--- src/rtl/synth_frame_sequencer_if.sv ---
// Host-write, slot-issue and config-apply signals of synth_frame_sequencer.
// Optional status signals are present when SYNTH_SEQ_STATUS_EN is defined.
interface synth_frame_sequencer_if;
    // Host writes: a write transfers on a clock edge where i_RegisterWriteEnable and
    // o_RegisterWriteReady are both 1; the host holds number/value stable until then.
    logic        i_Enable;
    logic        i_RegisterWriteEnable;
    logic [15:0] i_RegisterWriteNumber;
    logic [7:0]  i_RegisterWriteValue;
    logic        o_RegisterWriteReady;
    logic [7:0]  o_VoiceOperator;
    logic        o_VoiceOperatorValid;
    logic        o_FrameStart;
    logic        o_SampleReady;
    logic        o_ConfigWriteEnable;
    logic [15:0] o_ConfigWriteNumber;
    logic [7:0]  o_ConfigWriteValue;
    logic [1:0]  o_DebugState;
`ifdef SYNTH_SEQ_STATUS_EN
    logic [15:0] o_FrameCount;
    logic        o_WriteRefused;
`endif

    modport master (
`ifdef SYNTH_SEQ_STATUS_EN
        output o_FrameCount, output o_WriteRefused,
`endif
        input  i_Enable, input i_RegisterWriteEnable,
        input  i_RegisterWriteNumber, input i_RegisterWriteValue,
        output o_RegisterWriteReady, output o_VoiceOperator, output o_VoiceOperatorValid,
        output o_FrameStart, output o_SampleReady, output o_ConfigWriteEnable,
        output o_ConfigWriteNumber, output o_ConfigWriteValue, output o_DebugState
    );

    modport slave (
`ifdef SYNTH_SEQ_STATUS_EN
        input  o_FrameCount, input o_WriteRefused,
`endif
        output i_Enable, output i_RegisterWriteEnable,
        output i_RegisterWriteNumber, output i_RegisterWriteValue,
        input  o_RegisterWriteReady, input o_VoiceOperator, input o_VoiceOperatorValid,
        input  o_FrameStart, input o_SampleReady, input o_ConfigWriteEnable,
        input  o_ConfigWriteNumber, input o_ConfigWriteValue, input o_DebugState
    );
endinterface

--- src/rtl/synth_frame_sequencer.sv ---
// Frame sequencer: issues NUM_SLOTS slot IDs per frame, then applies FIFO-buffered host
// writes only in the end-of-frame window. Macro SYNTH_SEQ_STATUS_EN adds frame/refusal status.
module synth_frame_sequencer #(
    parameter int NUM_SLOTS    = 256,
    parameter int FRAME_CYCLES = 1024,
    parameter int PIPE_LATENCY = 6,
    parameter int FIFO_DEPTH   = 8
) (
    input  logic                    i_Clock,
    input  logic                    i_Reset,
    synth_frame_sequencer_if.master bus
);
    localparam int CW = $clog2(FRAME_CYCLES);
    localparam int PW = $clog2(FIFO_DEPTH);
    localparam int NW = PW + 1;
    localparam logic [CW-1:0] C_RUN_LAST   = CW'(NUM_SLOTS - 1);
    localparam logic [CW-1:0] C_SAMPLE     = CW'(NUM_SLOTS + PIPE_LATENCY - 1);
    localparam logic [CW-1:0] C_FRAME_LAST = CW'(FRAME_CYCLES - 1);
    localparam logic [NW-1:0] FIFO_FULL    = NW'(FIFO_DEPTH);

    typedef enum logic [1:0] {S_IDLE, S_RUN, S_DRAIN, S_WINDOW} state_t;

    state_t        state_q, state_d;
    logic [CW-1:0] c_q, c_d;
    logic [23:0]   mem_q [FIFO_DEPTH];
    logic [PW-1:0] wr_ptr_q, wr_ptr_d, rd_ptr_q, rd_ptr_d;
    logic [NW-1:0] count_q, count_d;
    logic          ready, push, pop, pop_window;
    logic          valid_q, valid_d, fs_q, fs_d, sr_q, sr_d, cfg_we_q, cfg_we_d;
    logic [7:0]    slot_q, slot_d, cfg_val_q, cfg_val_d;
    logic [15:0]   cfg_num_q, cfg_num_d;
`ifdef SYNTH_SEQ_STATUS_EN
    logic [15:0]   fc_q, fc_d;
    logic          refused_q, refused_d;
`endif

    always_comb begin
        state_d = state_q;
        c_d     = c_q;
        case (state_q)
            S_IDLE: begin
                c_d = '0;
                if (bus.i_Enable) state_d = S_RUN;
            end
            S_RUN: begin
                c_d = c_q + 1'b1;
                if (c_q == C_RUN_LAST) state_d = S_DRAIN;
            end
            S_DRAIN: begin
                c_d = c_q + 1'b1;
                if (c_q == C_SAMPLE) state_d = S_WINDOW;
            end
            S_WINDOW: begin
                if (c_q == C_FRAME_LAST) begin
                    c_d     = '0;
                    state_d = bus.i_Enable ? S_RUN : S_IDLE;
                end else begin
                    c_d = c_q + 1'b1;
                end
            end
            default: begin
                state_d = S_IDLE;
                c_d     = '0;
            end
        endcase

        // No pop on the last frame cycle or when leaving IDLE: its registered write would
        // land on slot 0 of the next frame.
        pop_window = ((state_q == S_IDLE) && !bus.i_Enable) ||
                     ((state_q == S_WINDOW) && (c_q != C_FRAME_LAST));
        ready = (count_q < FIFO_FULL);
        push  = bus.i_RegisterWriteEnable && ready;
        pop   = pop_window && (count_q != '0);

        wr_ptr_d = push ? wr_ptr_q + 1'b1 : wr_ptr_q;
        rd_ptr_d = pop  ? rd_ptr_q + 1'b1 : rd_ptr_q;
        case ({push, pop})
            2'b10:   count_d = count_q + 1'b1;
            2'b01:   count_d = count_q - 1'b1;
            default: count_d = count_q;
        endcase

        valid_d   = (state_d == S_RUN);
        slot_d    = valid_d ? 8'(c_d) : 8'd0;
        fs_d      = valid_d && (c_d == '0);
        sr_d      = (state_d == S_DRAIN) && (c_d == C_SAMPLE);
        cfg_we_d  = pop;
        cfg_num_d = pop ? mem_q[rd_ptr_q][23:8] : cfg_num_q;
        cfg_val_d = pop ? mem_q[rd_ptr_q][7:0]  : cfg_val_q;
`ifdef SYNTH_SEQ_STATUS_EN
        fc_d      = sr_d ? fc_q + 1'b1 : fc_q;
        refused_d = refused_q || (bus.i_RegisterWriteEnable && !ready);
`endif
    end

    always_ff @(posedge i_Clock) begin
        if (i_Reset) begin
            state_q   <= S_IDLE;
            c_q       <= '0;
            wr_ptr_q  <= '0;
            rd_ptr_q  <= '0;
            count_q   <= '0;
            valid_q   <= 1'b0;
            slot_q    <= '0;
            fs_q      <= 1'b0;
            sr_q      <= 1'b0;
            cfg_we_q  <= 1'b0;
            cfg_num_q <= '0;
            cfg_val_q <= '0;
`ifdef SYNTH_SEQ_STATUS_EN
            fc_q      <= '0;
            refused_q <= 1'b0;
`endif
        end else begin
            state_q   <= state_d;
            c_q       <= c_d;
            wr_ptr_q  <= wr_ptr_d;
            rd_ptr_q  <= rd_ptr_d;
            count_q   <= count_d;
            valid_q   <= valid_d;
            slot_q    <= slot_d;
            fs_q      <= fs_d;
            sr_q      <= sr_d;
            cfg_we_q  <= cfg_we_d;
            cfg_num_q <= cfg_num_d;
            cfg_val_q <= cfg_val_d;
`ifdef SYNTH_SEQ_STATUS_EN
            fc_q      <= fc_d;
            refused_q <= refused_d;
`endif
        end
    end

    always_ff @(posedge i_Clock) begin
        if (push) mem_q[wr_ptr_q] <= {bus.i_RegisterWriteNumber, bus.i_RegisterWriteValue};
    end

    assign bus.o_RegisterWriteReady = ready;
    assign bus.o_VoiceOperator      = slot_q;
    assign bus.o_VoiceOperatorValid = valid_q;
    assign bus.o_FrameStart         = fs_q;
    assign bus.o_SampleReady        = sr_q;
    assign bus.o_ConfigWriteEnable  = cfg_we_q;
    assign bus.o_ConfigWriteNumber  = cfg_num_q;
    assign bus.o_ConfigWriteValue   = cfg_val_q;
    assign bus.o_DebugState         = state_q;
`ifdef SYNTH_SEQ_STATUS_EN
    assign bus.o_FrameCount         = fc_q;
    assign bus.o_WriteRefused       = refused_q;
`endif
endmodule

--- src/flat_wrapper.sv ---
// flat-port wrapper written by rule: the top's interface ports become plain ports
module synth_frame_sequencer_flat 
#(
    parameter int NUM_SLOTS    = 256,
    parameter int FRAME_CYCLES = 1024,
    parameter int PIPE_LATENCY = 6,
    parameter int FIFO_DEPTH   = 8
)
  (i_Clock, i_Reset, bus_i_Enable, bus_i_RegisterWriteEnable, bus_i_RegisterWriteNumber, bus_i_RegisterWriteValue, bus_o_RegisterWriteReady, bus_o_VoiceOperator, bus_o_VoiceOperatorValid, bus_o_FrameStart, bus_o_SampleReady, bus_o_ConfigWriteEnable, bus_o_ConfigWriteNumber, bus_o_ConfigWriteValue, bus_o_DebugState);
  synth_frame_sequencer_if bus_i ();
  input  logic i_Clock;
  input  logic i_Reset;
  input wire logic [$bits(bus_i.i_Enable)-1:0] bus_i_Enable;
  input wire logic [$bits(bus_i.i_RegisterWriteEnable)-1:0] bus_i_RegisterWriteEnable;
  input wire logic [$bits(bus_i.i_RegisterWriteNumber)-1:0] bus_i_RegisterWriteNumber;
  input wire logic [$bits(bus_i.i_RegisterWriteValue)-1:0] bus_i_RegisterWriteValue;
  output wire logic [$bits(bus_i.o_RegisterWriteReady)-1:0] bus_o_RegisterWriteReady;
  output wire logic [$bits(bus_i.o_VoiceOperator)-1:0] bus_o_VoiceOperator;
  output wire logic [$bits(bus_i.o_VoiceOperatorValid)-1:0] bus_o_VoiceOperatorValid;
  output wire logic [$bits(bus_i.o_FrameStart)-1:0] bus_o_FrameStart;
  output wire logic [$bits(bus_i.o_SampleReady)-1:0] bus_o_SampleReady;
  output wire logic [$bits(bus_i.o_ConfigWriteEnable)-1:0] bus_o_ConfigWriteEnable;
  output wire logic [$bits(bus_i.o_ConfigWriteNumber)-1:0] bus_o_ConfigWriteNumber;
  output wire logic [$bits(bus_i.o_ConfigWriteValue)-1:0] bus_o_ConfigWriteValue;
  output wire logic [$bits(bus_i.o_DebugState)-1:0] bus_o_DebugState;
  assign bus_i.i_Enable = bus_i_Enable;
  assign bus_i.i_RegisterWriteEnable = bus_i_RegisterWriteEnable;
  assign bus_i.i_RegisterWriteNumber = bus_i_RegisterWriteNumber;
  assign bus_i.i_RegisterWriteValue = bus_i_RegisterWriteValue;
  assign bus_o_RegisterWriteReady = bus_i.o_RegisterWriteReady;
  assign bus_o_VoiceOperator = bus_i.o_VoiceOperator;
  assign bus_o_VoiceOperatorValid = bus_i.o_VoiceOperatorValid;
  assign bus_o_FrameStart = bus_i.o_FrameStart;
  assign bus_o_SampleReady = bus_i.o_SampleReady;
  assign bus_o_ConfigWriteEnable = bus_i.o_ConfigWriteEnable;
  assign bus_o_ConfigWriteNumber = bus_i.o_ConfigWriteNumber;
  assign bus_o_ConfigWriteValue = bus_i.o_ConfigWriteValue;
  assign bus_o_DebugState = bus_i.o_DebugState;
  synth_frame_sequencer #(.NUM_SLOTS(NUM_SLOTS), .FRAME_CYCLES(FRAME_CYCLES), .PIPE_LATENCY(PIPE_LATENCY), .FIFO_DEPTH(FIFO_DEPTH)) u_core (.i_Clock(i_Clock), .i_Reset(i_Reset), .bus(bus_i));
endmodule
--- config.mk ---
export PLATFORM = sky130hd
export DESIGN_NAME = synth_frame_sequencer_flat
export DESIGN_NICKNAME = d
export VERILOG_FILES = /design/src/rtl/synth_frame_sequencer_if.sv /design/src/rtl/synth_frame_sequencer.sv /design/src/flat_wrapper.sv
export SDC_FILE = /design/constraint.sdc
export NUM_CORES = 1
export LEC_CHECK = 0
export CAP_MARGIN = 10
export CORE_ASPECT_RATIO = 1.75
export CORE_MARGIN = 3
export CORE_UTILIZATION = 53
export CTS_CLUSTER_SIZE = 28
export DETAILED_ROUTE_END_ITERATION = 10
export PLACE_DENSITY = 0.83
export SYNTH_ARGS = -nofsm -noshare
export SYNTH_HDL_FRONTEND = slang
export SYNTH_SLANG_ARGS = --single-unit
--- constraint.sdc ---
create_clock -name i_Clock -period 3.1 [get_ports i_Clock]
set_input_delay 0.62 -clock i_Clock [delete_from_list [all_inputs] [get_ports i_Clock]]
set_output_delay 0.62 -clock i_Clock [all_outputs]
set_load 0.005 [all_outputs]
==> impl_metrics.csv <==
group,metric,value,unit
timing,finalCriticalPeriod,2846,ps
clocking,cts-root-buf,"clkbuf_16",
worst_setup_path,cp-end-kind,"flop",
layout,drive_above_1_share,0.1957,
clocking,h-tree-depth,1,
yosys,synth_nets,598,
layout,fill_cells,1177,
global_routing,grt_max_degree,54,
timing,tightest_slew,770.9,ps
yosys,yosysMostFrequentCell,"edfxtp_1",
timing,finalCritPeriodShare,0.9181,
worst_setup_path,critPathSlowestCell,"dfxtp_1",
detailed_routing,ant_nets,0,
floorplanning,die_y,185.0,um
timing,skew,10.26,ps
floorplanning,die_w,108.3,um
yosys,yosys.area.top_type,"edfxtp_1",
yosys,ys_seq_area_frac,0.7139,
placed_design,place_ws,152.9,ps
pwr,cellPowerDensity,759.3,mW/mm2
worst_setup_path,cp.required,3530,ps
global_routing,grt.overflow.total,0,
layout,n_antenna_cell,0,
timing,fmax,351.4,MHz
worst_setup_path,crit_fanout,6,
yosys,ys_async_sr_fraction,0,
yosys,synth_xor_xnor_area_share,0.01083,
worst_setup_path,critPathMaxStageDelay,430,ps
worst_setup_path,reg2regPathDepth,11,
clocking,path_clk_slew,60,ps
clocking,clkLatencyLatePin,500,ps
pwr,power_leakage,3.642,nW
yosys,synth_edf_count,192,
yosys,synth_compound_area_frac,0.04268,
yosys,ys_dominant_reg_cell,"edfxtp_1",
worst_setup_path,cp_common_cell,"ha_1",
worst_setup_path,reg2reg_to,"u_core.count_q[3]$_SDFFE_PP0P_",
timing,rsz0062_at_grt,"no",
yosys,synthAdderAreaFrac,0.01754,
detailed_routing,drt_iter0_drc,313,
yosys,syn-mean-instance-area,17.42,um2
detailed_routing,finalWirelength,19.25,mm
timing,finalHoldViolCount,0,
timing,slew_headroom,0.4793,
yosys,synth_area_leaders,"edfxtp_1 59%, dfxtp_1 12%, mux4_2 11%",
clocking,cts_max_path_buffers,3,
global_routing,grt_pass1_vias,5517,
timing,setup_violations,0,
layout,final_area,0.01152,mm2
worst_setup_path,endpoint,"u_core.count_q[3]$_SDFFE_PP0P_",
yosys,netlist_instances,557,
global_routing,antenna_found_initial,0,
run_status,status,"finished clean",
yosys,synth_top_cells_by_count,"192 x edfxtp_1, 58 x dfxtp_1, 56 x nor2_1, 48 x mux4_2, 26 x mux2i_1",
floorplanning,io_pins,67,
yosys,netlist.area_leader.share,0.5942,
global_routing,grt_usage,0.2041,
detailed_routing,vias,5176,
timing,fin_tns_setup,0,ps
yosys,ys_ff_latch,250,
timing,finalMaxSlewViolations,0,
worst_setup_path,reg2reg_slack,250,ps
layout,fin_nets,679,
pwr,peakVddDrop,477.9,uV
layout,syn_to_final_growth,18.71,%
yosys,synth_warnings,0,
detailed_routing,vias_per_cell,5.849,
placed_design,dpl-instance-area,0.01073,mm2
worst_setup_path,crit_type,"flop to flop",
worst_setup_path,startpoint_type,"flop",
worst_setup_path,startpoint,"u_core.c_q[1]$_SDFF_PP0_",
yosys,synth_top_family_by_area,"multiplexers",
worst_setup_path,worst_ep_arrival_time,3280,ps
yosys,syn_area,0.009703,mm2
detailed_routing,route.detailed.drc,0,
flow_run,drv_cap,0,
worst_setup_path,crit_chain,"ha_1 -> nand3_2 -> o31ai_4 -> a21oi_4 -> ha_1 -> ha_1 -> a21o_1 -> a21oi_1 -> xnor2_1 -> or3_1 -> a21oi_1",
clocking,numCtsBuffers,22,
worst_setup_path,reg2reg_from,"u_core.c_q[1]$_SDFF_PP0_",
yosys,synth_cell_types,51,
placed_design,port_buffers,66,
layout,seq_area,0.006933,mm2
detailed_routing,avgRoutedWirePerCell,21.75,um
floorplanning,rows,64,
detailed_routing,first_pass_iters,5,
global_routing,grt_pass1_wl,30.79,mm
clocking,cts_num_sinks,250,
timing,setup_slack,253.9,ps
yosys,synth-simple-area-share,0.05751,
worst_hold_path,hold_path.class,"flop to flop",
floorplanning,start_util,0.5483,
clocking,cts_tree,"built",
floorplanning,core-area,0.01770,mm2
floorplanning,die-area,0.02003,mm2
yosys,muxShareOfSynthArea,0.1382,
placed_design,gp_congestion,0.8831,
layout,multi_input_area,0.002634,mm2
placed_design,dp_hpwl,11.96,mm
-- placed cells by master (no fill, tap or decap), types with 2 or more instances in the layout --
master,synthesis,final
nor4b_1,3,3
nand2_1,8,8
a21oi_1,7,7
clkinv_2,0,2
clkbuf_1,19,4
a211oi_1,24,24
dfxtp_2,0,2
nand2b_1,5,5
clkinvlp_4,0,2
ha_1,12,12
bufinv_16,0,4
o311a_1,2,2
clkdlybuf4s50_1,0,66
nor2_1,56,50
mux2i_1,26,26
nand4_1,2,2
xor2_1,4,4
a21o_1,2,2
nor3_1,12,10
or3_1,5,5
nor3_4,0,2
mux4_2,48,48
o41ai_2,2,2
o21ai_0,5,5
clkbuf_16,0,23
nor2_2,0,6
nor2b_1,4,4
nand3_1,3,3
clkbuf_8,0,2
or2_2,2,2
buf_4,1,23
inv_1,12,12
edfxtp_1,192,192
xnor2_1,8,8
nor4_1,2,2
dfxtp_1,58,55
-- sequential cells by signal, indices dropped and copies added, names as in the netlist --
| name | cells |
|---|---|
| u_core.bus.o_ConfigWriteEnable | 1 |
| u_core.bus.o_ConfigWriteNumber | 16 |
| u_core.bus.o_ConfigWriteValue | 8 |
| u_core.bus.o_DebugState | 2 |
| u_core.bus.o_FrameStart | 1 |
| u_core.bus.o_SampleReady | 1 |
| u_core.bus.o_VoiceOperator | 8 |
| u_core.bus.o_VoiceOperatorValid | 1 |
| u_core.c_q | 10 |
| u_core.count_q | 4 |
| u_core.mem_q | 192 |
| u_core.rd_ptr_q | 3 |
| u_core.wr_ptr_q | 3 |
-- how the worst min path moves through the flow --
stage / slack (ps) / to / cells after the start / start
floorplan: 480 / u_core.count_q[3]$_SDFFE_PP0P_ / 2 / u_core.count_q[3]$_SDFFE_PP0P_
CTS: 500 / u_core.bus.o_ConfigWriteNumber[5]$_SDFFE_PP0P_ / 2 / u_core.bus.o_ConfigWriteNumber[5]$_SDFFE_PP0P_
detailed placement: 490 / u_core.bus.o_ConfigWriteNumber[5]$_SDFFE_PP0P_ / 2 / u_core.bus.o_ConfigWriteNumber[5]$_SDFFE_PP0P_
global route: 520 / u_core.bus.o_ConfigWriteValue[6]$_SDFFE_PP0P_ / 2 / u_core.bus.o_ConfigWriteValue[6]$_SDFFE_PP0P_
global placement: 490 / u_core.bus.o_ConfigWriteValue[7]$_SDFFE_PP0P_ / 2 / u_core.bus.o_ConfigWriteValue[7]$_SDFFE_PP0P_
finish: 500 / u_core.bus.o_ConfigWriteNumber[5]$_SDFFE_PP0P_ / 2 / u_core.bus.o_ConfigWriteNumber[5]$_SDFFE_PP0P_
-- worst max-delay path, delay by kind of cell (launching register included) --
kind            cells  cell delay, ps
compound gates      5             980
fa+ha+maj           3             830
simple gates        2             460
flops               1             430
xor+xnor            1              90
-- layout make-up --
class | count | area share
flip-flops and latches | 250 | 0.6019
clock inverters | 11 | 0.01445
multi-input cells | 263 | 0.2287
well taps | 231 | 0.02509
inverters | 12 | 0.003911
clock buffers | 29 | 0.05366
repair buffers | 89 | 0.07234
-- where the power goes --
| group | leakage, nW | switching (mW) | internal, mW |
|---|---|---|---|
| Combinational | 1.05 | 0.787 | 0.926 |
| Sequential | 2.22 | 0.224 | 3.91 |
| Clock | 0.377 | 1.15 | 1.75 |
| Total | 3.64 | 2.16 | 6.58 |
-- per-layer routing --
metal | part of all wire | vias to the layer above | track usage | wire length [um]
met5 | 0 | - | 0 | 0
li1 | - | 2334 | - | -
met1 | 0.36 | 2630 | 0.2402 | 6883
met3 | 0.051 | 45 | 0.02686 | 976
met4 | 0.031 | 0 | 0.07988 | 589
met2 | 0.56 | 167 | 0.3754 | 10800
-- logic make-up after synthesis --
group / Yosys count
buffers and inverters: 44
xor gates and xnor gates: 12
adders and majority gates: 13
AOI/OAI and AO/OA: 53
and+or+nand+nor: 111
DFF: 250
muxes: 74
-- per-stage QoR --
stage	utilization	cells	power, mW	hold WS, ps
CTS	0.6508	885	8.855	500.9
detailed placement	0.6065	845	5.947	491.9
global placement	0.6065	845	5.853	488.7
finish	0.6509	885	8.746	499.8
floorplan	-	557	5.259	484.2
global route	0.6509	885	9.132	520.0
-- timing repair --
action	CTS	global route
resized for setup	0	1
setup endpoints to repair	0	1
hold buffers	0	0
buffers inserted	0	0
(Power assumes the default switching activity.)
